### src/rtl/uart_rx.sv
`default_nettype none
// ============================================================================
//  Module   : uart_rx
//  Purpose  : 16x-oversampling UART receiver. Synchronises the serial line,
//             centres on the start bit, samples each data/parity/stop bit in
//             the middle of its cell and reports the frame with a one-clk
//             rx_valid pulse. A held-low line (break) produces one frame only.
//  Ports    : clk        - system clock (rising edge)
//             reset      - synchronous active-high reset
//             tick       - 16x baud enable strobe, one clk wide
//             rx         - asynchronous serial input, idle high
//             rx_data    - received data, LSB-aligned, upper bits 0
//             rx_valid   - one-clk pulse per completed frame
//             frame_err  - stop bit sampled low (valid with rx_valid)
//             parity_err - parity mismatch (valid with rx_valid)
//             rx_busy    - receiver is not idle
//  Revision : 1.0 - initial release
// ============================================================================
module uart_rx #(
  parameter int DATA_BITS  = 8,
  parameter int PARITY_EN  = 0,
  parameter int PARITY_ODD = 0
) (
  input  logic       clk,
  input  logic       reset,
  input  logic       tick,
  input  logic       rx,
  output logic [7:0] rx_data,
  output logic       rx_valid,
  output logic       frame_err,
  output logic       parity_err,
  output logic       rx_busy
);

  localparam logic [2:0] c_last_bit = 3'(DATA_BITS - 1);
  localparam logic       c_par_en   = (PARITY_EN != 0);
  localparam logic       c_par_odd  = (PARITY_ODD != 0);

  typedef enum logic [2:0] {
    S_IDLE   = 3'd0,
    S_START  = 3'd1,
    S_DATA   = 3'd2,
    S_PARITY = 3'd3,
    S_STOP   = 3'd4
  } state_t;

  state_t      state_q,      state_d;
  logic        rx_meta_q,    rx_meta_d;
  logic        rx_s_q,       rx_s_d;
  logic [3:0]  tick_cnt_q,   tick_cnt_d;
  logic [2:0]  bit_cnt_q,    bit_cnt_d;
  logic [7:0]  shift_q,      shift_d;
  logic        par_pend_q,   par_pend_d;
  logic        break_wait_q, break_wait_d;
  logic [7:0]  rx_data_q,    rx_data_d;
  logic        rx_valid_q,   rx_valid_d;
  logic        frame_err_q,  frame_err_d;
  logic        parity_err_q, parity_err_d;
  logic        rx_busy_q,    rx_busy_d;

  always_comb begin
    rx_meta_d    = rx;
    rx_s_d       = rx_meta_q;
    state_d      = state_q;
    tick_cnt_d   = tick_cnt_q;
    bit_cnt_d    = bit_cnt_q;
    shift_d      = shift_q;
    par_pend_d   = par_pend_q;
    break_wait_d = break_wait_q;
    rx_data_d    = rx_data_q;
    frame_err_d  = frame_err_q;
    parity_err_d = parity_err_q;
    rx_valid_d   = 1'b0;

    if (tick) begin
      case (state_q)
        S_IDLE: begin
          // After a frame that ended with a low stop bit, the line must be
          // seen high once before a new start bit is accepted.
          if (rx_s_q) begin
            break_wait_d = 1'b0;
          end else if (!break_wait_q) begin
            state_d    = S_START;
            tick_cnt_d = 4'd0;
          end
        end
        S_START: begin
          tick_cnt_d = tick_cnt_q + 4'd1;
          if (tick_cnt_q == 4'd7) begin
            if (!rx_s_q) begin
              state_d    = S_DATA;
              tick_cnt_d = 4'd0;
              bit_cnt_d  = 3'd0;
              shift_d    = 8'd0;
            end else begin
              state_d = S_IDLE;
            end
          end
        end
        S_DATA: begin
          // Counter wraps 15 -> 0 on its own, which is the required clear.
          tick_cnt_d = tick_cnt_q + 4'd1;
          if (tick_cnt_q == 4'd15) begin
            // LSB-first: new bit enters at the top of the active field and
            // walks down, so bit 0 ends up at position 0.
            shift_d                = shift_q >> 1;
            shift_d[DATA_BITS - 1] = rx_s_q;
            bit_cnt_d              = bit_cnt_q + 3'd1;
            if (bit_cnt_q == c_last_bit) begin
              bit_cnt_d = 3'd0;
              state_d   = c_par_en ? S_PARITY : S_STOP;
            end
          end
        end
        S_PARITY: begin
          tick_cnt_d = tick_cnt_q + 4'd1;
          if (tick_cnt_q == 4'd15) begin
            par_pend_d = (^shift_q) ^ rx_s_q ^ c_par_odd;
            state_d    = S_STOP;
          end
        end
        S_STOP: begin
          tick_cnt_d = tick_cnt_q + 4'd1;
          if (tick_cnt_q == 4'd15) begin
            rx_data_d    = shift_q;
            frame_err_d  = ~rx_s_q;
            parity_err_d = par_pend_q & c_par_en;
            rx_valid_d   = 1'b1;
            break_wait_d = ~rx_s_q;
            state_d      = S_IDLE;
          end
        end
        default: begin
          state_d = S_IDLE;
        end
      endcase
    end

    rx_busy_d = (state_d != S_IDLE);
  end

  always_ff @(posedge clk) begin
    if (reset) begin
      rx_meta_q    <= 1'b1;
      rx_s_q       <= 1'b1;
      state_q      <= S_IDLE;
      tick_cnt_q   <= 4'd0;
      bit_cnt_q    <= 3'd0;
      shift_q      <= 8'd0;
      par_pend_q   <= 1'b0;
      break_wait_q <= 1'b0;
      rx_data_q    <= 8'd0;
      rx_valid_q   <= 1'b0;
      frame_err_q  <= 1'b0;
      parity_err_q <= 1'b0;
      rx_busy_q    <= 1'b0;
    end else begin
      rx_meta_q    <= rx_meta_d;
      rx_s_q       <= rx_s_d;
      state_q      <= state_d;
      tick_cnt_q   <= tick_cnt_d;
      bit_cnt_q    <= bit_cnt_d;
      shift_q      <= shift_d;
      par_pend_q   <= par_pend_d;
      break_wait_q <= break_wait_d;
      rx_data_q    <= rx_data_d;
      rx_valid_q   <= rx_valid_d;
      frame_err_q  <= frame_err_d;
      parity_err_q <= parity_err_d;
      rx_busy_q    <= rx_busy_d;
    end
  end

  assign rx_data    = rx_data_q;
  assign rx_valid   = rx_valid_q;
  assign frame_err  = frame_err_q;
  assign parity_err = parity_err_q;
  assign rx_busy    = rx_busy_q;

endmodule
`default_nettype wire

### config.mk
export PLATFORM = sky130hd
export DESIGN_NAME = uart_rx
export DESIGN_NICKNAME = d
export VERILOG_FILES = /design/src/rtl/uart_rx.sv
export SDC_FILE = /design/constraint.sdc
export NUM_CORES = 1
export LEC_CHECK = 0
export CORE_MARGIN = 2
export CORE_UTILIZATION = 25
export CTS_CLUSTER_DIAMETER = 60
export DETAILED_ROUTE_END_ITERATION = 8
export PLACE_DENSITY = 0.44
export RECOVER_POWER = 50
export SLEW_MARGIN = 10
export SYNTH_ARGS = -nofsm -noshare
export SYNTH_HDL_FRONTEND = slang
export SYNTH_SLANG_ARGS = --single-unit
### constraint.sdc
create_clock -name clk -period 1.9 [get_ports clk]
set_input_delay 0.38 -clock clk [delete_from_list [all_inputs] [get_ports clk]]
set_output_delay 0.38 -clock clk [all_outputs]
set_load 0.03 [all_outputs]
==> results of run 1 <==
[sequential cells by signal, summed over array words and instances, names as in the netlist, 3 cells and up]
register,cells
tick_cnt_q,4
bit_cnt_q,3
shift_q,8
state_q,3
rx_data,8
[power by group]
| group | internal, mW | switching, mW |
|---|---|---|
| clock network | 0.463 | 0.256 |
| registers | 0.675 | 0.00520 |
| logic | 0.0226 | 0.0317 |
| total | 1.16 | 0.293 |
[area by class of cell]
cell class | count | area, µm²
multi-input combinational | 114 | 732.0
sequential | 32 | 640.6
inverter | 6 | 22.52
fill | 592 | 3729
clock inverter | 1 | 30.03
tap | 72 | 90.09
timing repair buffer | 23 | 200.2
clock buffer | 7 | 96.34
[metrics by stage]
step / instances / power [mW] / TNS, ns / instance area, µm²
after floorplan: 162 / 0.7278 / 0 / 1449
after global placement: 247 / 0.7527 / -0.004756 / 1693
after detailed placement: 247 / 0.7523 / -0.01058 / 1693
after CTS: 255 / 1.477 / 0 / 1819
after global routing: 255 / 1.511 / 0 / 1812
final: 255 / 1.453 / 0 / 1812
[critical path, cell delays in order (launching register included)]
cell,delay [ns]
dfxtp_1,0.36
ha_1,0.25
nand3_1,0.12
or4_1,0.48
buf_4,0.22
a221oi_2,0.26
[cell families after synthesis]
group	after synthesis	share of synthesized area [%]
AND/OR/NAND/NOR	70	23.75
buffers and inverters	16	5.267
adder cells (fa/ha/maj)	3	2.591
other	1	0.2588
flip-flops	32	44.21
multiplexers	20	13.82
AO/OA/AOI/OAI	20	10.10
[worst paths after layout]
kind,cells past startpoint,from,to,slack (ns)
setup reg to reg,5,tick_cnt_q[0]$_SDFFE_PP0P_,break_wait_q$_SDFFE_PP0P_,0.12
hold reg to reg,1,rx_meta_q$_SDFF_PP1_,rx_s_q$_SDFF_PP1_,0.41
hold / removal,1,rx_meta_q$_SDFF_PP1_,rx_s_q$_SDFF_PP1_,0.41
setup / recovery,5,tick_cnt_q[0]$_SDFFE_PP0P_,break_wait_q$_SDFFE_PP0P_,0.12
[metal layers]
metal  GRT usage (%)  part of all wire [%]  vias to the layer above
met5               0                     0                        -
met3           3.258                   4.7                        7
met1           13.28                    49                      548
met4           5.932                   2.4                        0
li1                -                     -                      596
met2           16.33                    44                       30
[layout by cell type (no fill, tap or decap), types with 2 or more instances in the layout]
master and n:
nor3_1 2, inv_1 6, dfxtp_1 32, nor2_1 15, ha_1 3, a21oi_1 4, clkdlybuf4s50_1 2, or4_1 2
or2_2 2, or3_1 2, nand2b_1 4, nand3_1 5, mux2i_1 20, nand2_1 27, o211ai_1 2, buf_4 7
clkbuf_8 7, clkbuf_1 2, nand3b_1 3, dlygate4sd3_1 12, o21ai_0 4
==> impl_metrics.yaml, run 1 <==
pwr:
  ir_drop_v: 0.0002605
  power.density_nw_per_um2: 801.9
  p_leak_nw: 0.7582
cts:
  cts_root_buffer: "clkbuf_8"
  cts_setup_buffers: 0
  worstSkewPairLatency_ns: 0.28
  clk_path_buf_depth: 2
  cts_tree: "done"
  cts_num_sinks: 32
  htreeDepth: 2
  cts.repair.resized: 0
  cts_made_buffers: 5
  ctsHoldBuffers: 0
  clkSlewWorstSetupHoldPaths_ns: 0.07
final_layout:
  final_nets: 189
  drive_above_1_share_pct: 10.93
  post-route-util_pct: 32.70
  area_growth_pct: 25.04
  diodes: 0
grt:
  antenna_found_initial: 0
  grt_pass1_vias: 1160
  grt_usage_pct: 10.68
  grt_pass1_wl_mm: 5.216
  grt_max_degree: 13
  overflow: 0
route:
  firstDrtPassIters: 4
  vias: 1181
  drc_errors: 0
  detail_route.iter0.violations: 133
  via_per_inst: 4.631
  antenna_left: 0
  wl_mm: 2.974
  wl_per_cell_um: 11.66
min_path:
  hp-class: "flip-flop to flip-flop"
logic_synthesis:
  synth_top_cell_by_area: "dfxtp_1"
  yosysSeqAreaShare_pct: 44.21
  async_flop_share_pct: 0
  ys.flop_type: "dfxtp_1"
  netlist_area_um2: 1449
  synth_top_area_share_pct: 44.21
  avgSynthCellArea_um2: 8.944
  yosysWarnings: 0
  synth_commonest_cells: "dfxtp_1 (32), nand2_1 (27), mux2i_1 (20)"
  yosys_register_bits: 32
  yosysMostFrequentCell: "dfxtp_1"
  synthTopCellsByArea: "dfxtp_1 (44%), mux2i_1 (14%), nand2_1 (7.0%), nor2_1 (3.9%), ha_1 (2.6%)"
  synth_cells: 162
  syn_nets: 169
  synth_cell_types: 41
  synth_edf_count: 0
place:
  io_buffers: 14
  gp_congestion: 0.8705
  pre_cts_ws_ns: -0.01008
  place_hpwl_mm: 2.129
timing:
  fmaxAchievable_mhz: 563.0
  finalMaxSlewViolations: 0
  setup_viol_count_final: 0
  rsz0062_at_grt: "no"
  fin_crit_sh_pct: 93.48
  fin_skew_ns: 0.004858
  whs_ns: 0.4112
  setup_ws_ns: 0.1239
  timing.final.crit_period_ns: 1.776
  hold_viol: 0
floorplan:
  die_y_um: 80.13
  initial_core_util_pct: 26.15
  fp.dieArea_um2: 6421
  num_rows: 27
  core_area_um2: 5540
  die_w_um: 80.13
  ioPinCount: 16
worst_setup_path:
  start_kind: "flip-flop"
  critPathArrivalTime_ns: 1.97
  cp_data_required_time_ns: 2.10
  crit_type: "flip-flop to flip-flop"
  critical_path.max_fanout: 12
  end_kind: "flip-flop"
flow_run:
  cap_viol_max_count: 0
outcome:
  status: "finished clean"
(Power assumes the default switching activity.)
==> run 2, diff against run 1 <==
- CAP_MARGIN: default -> 30
==> results of run 2 <==
Same layout as run 1: the final DEF is identical, and so are final timing and power.
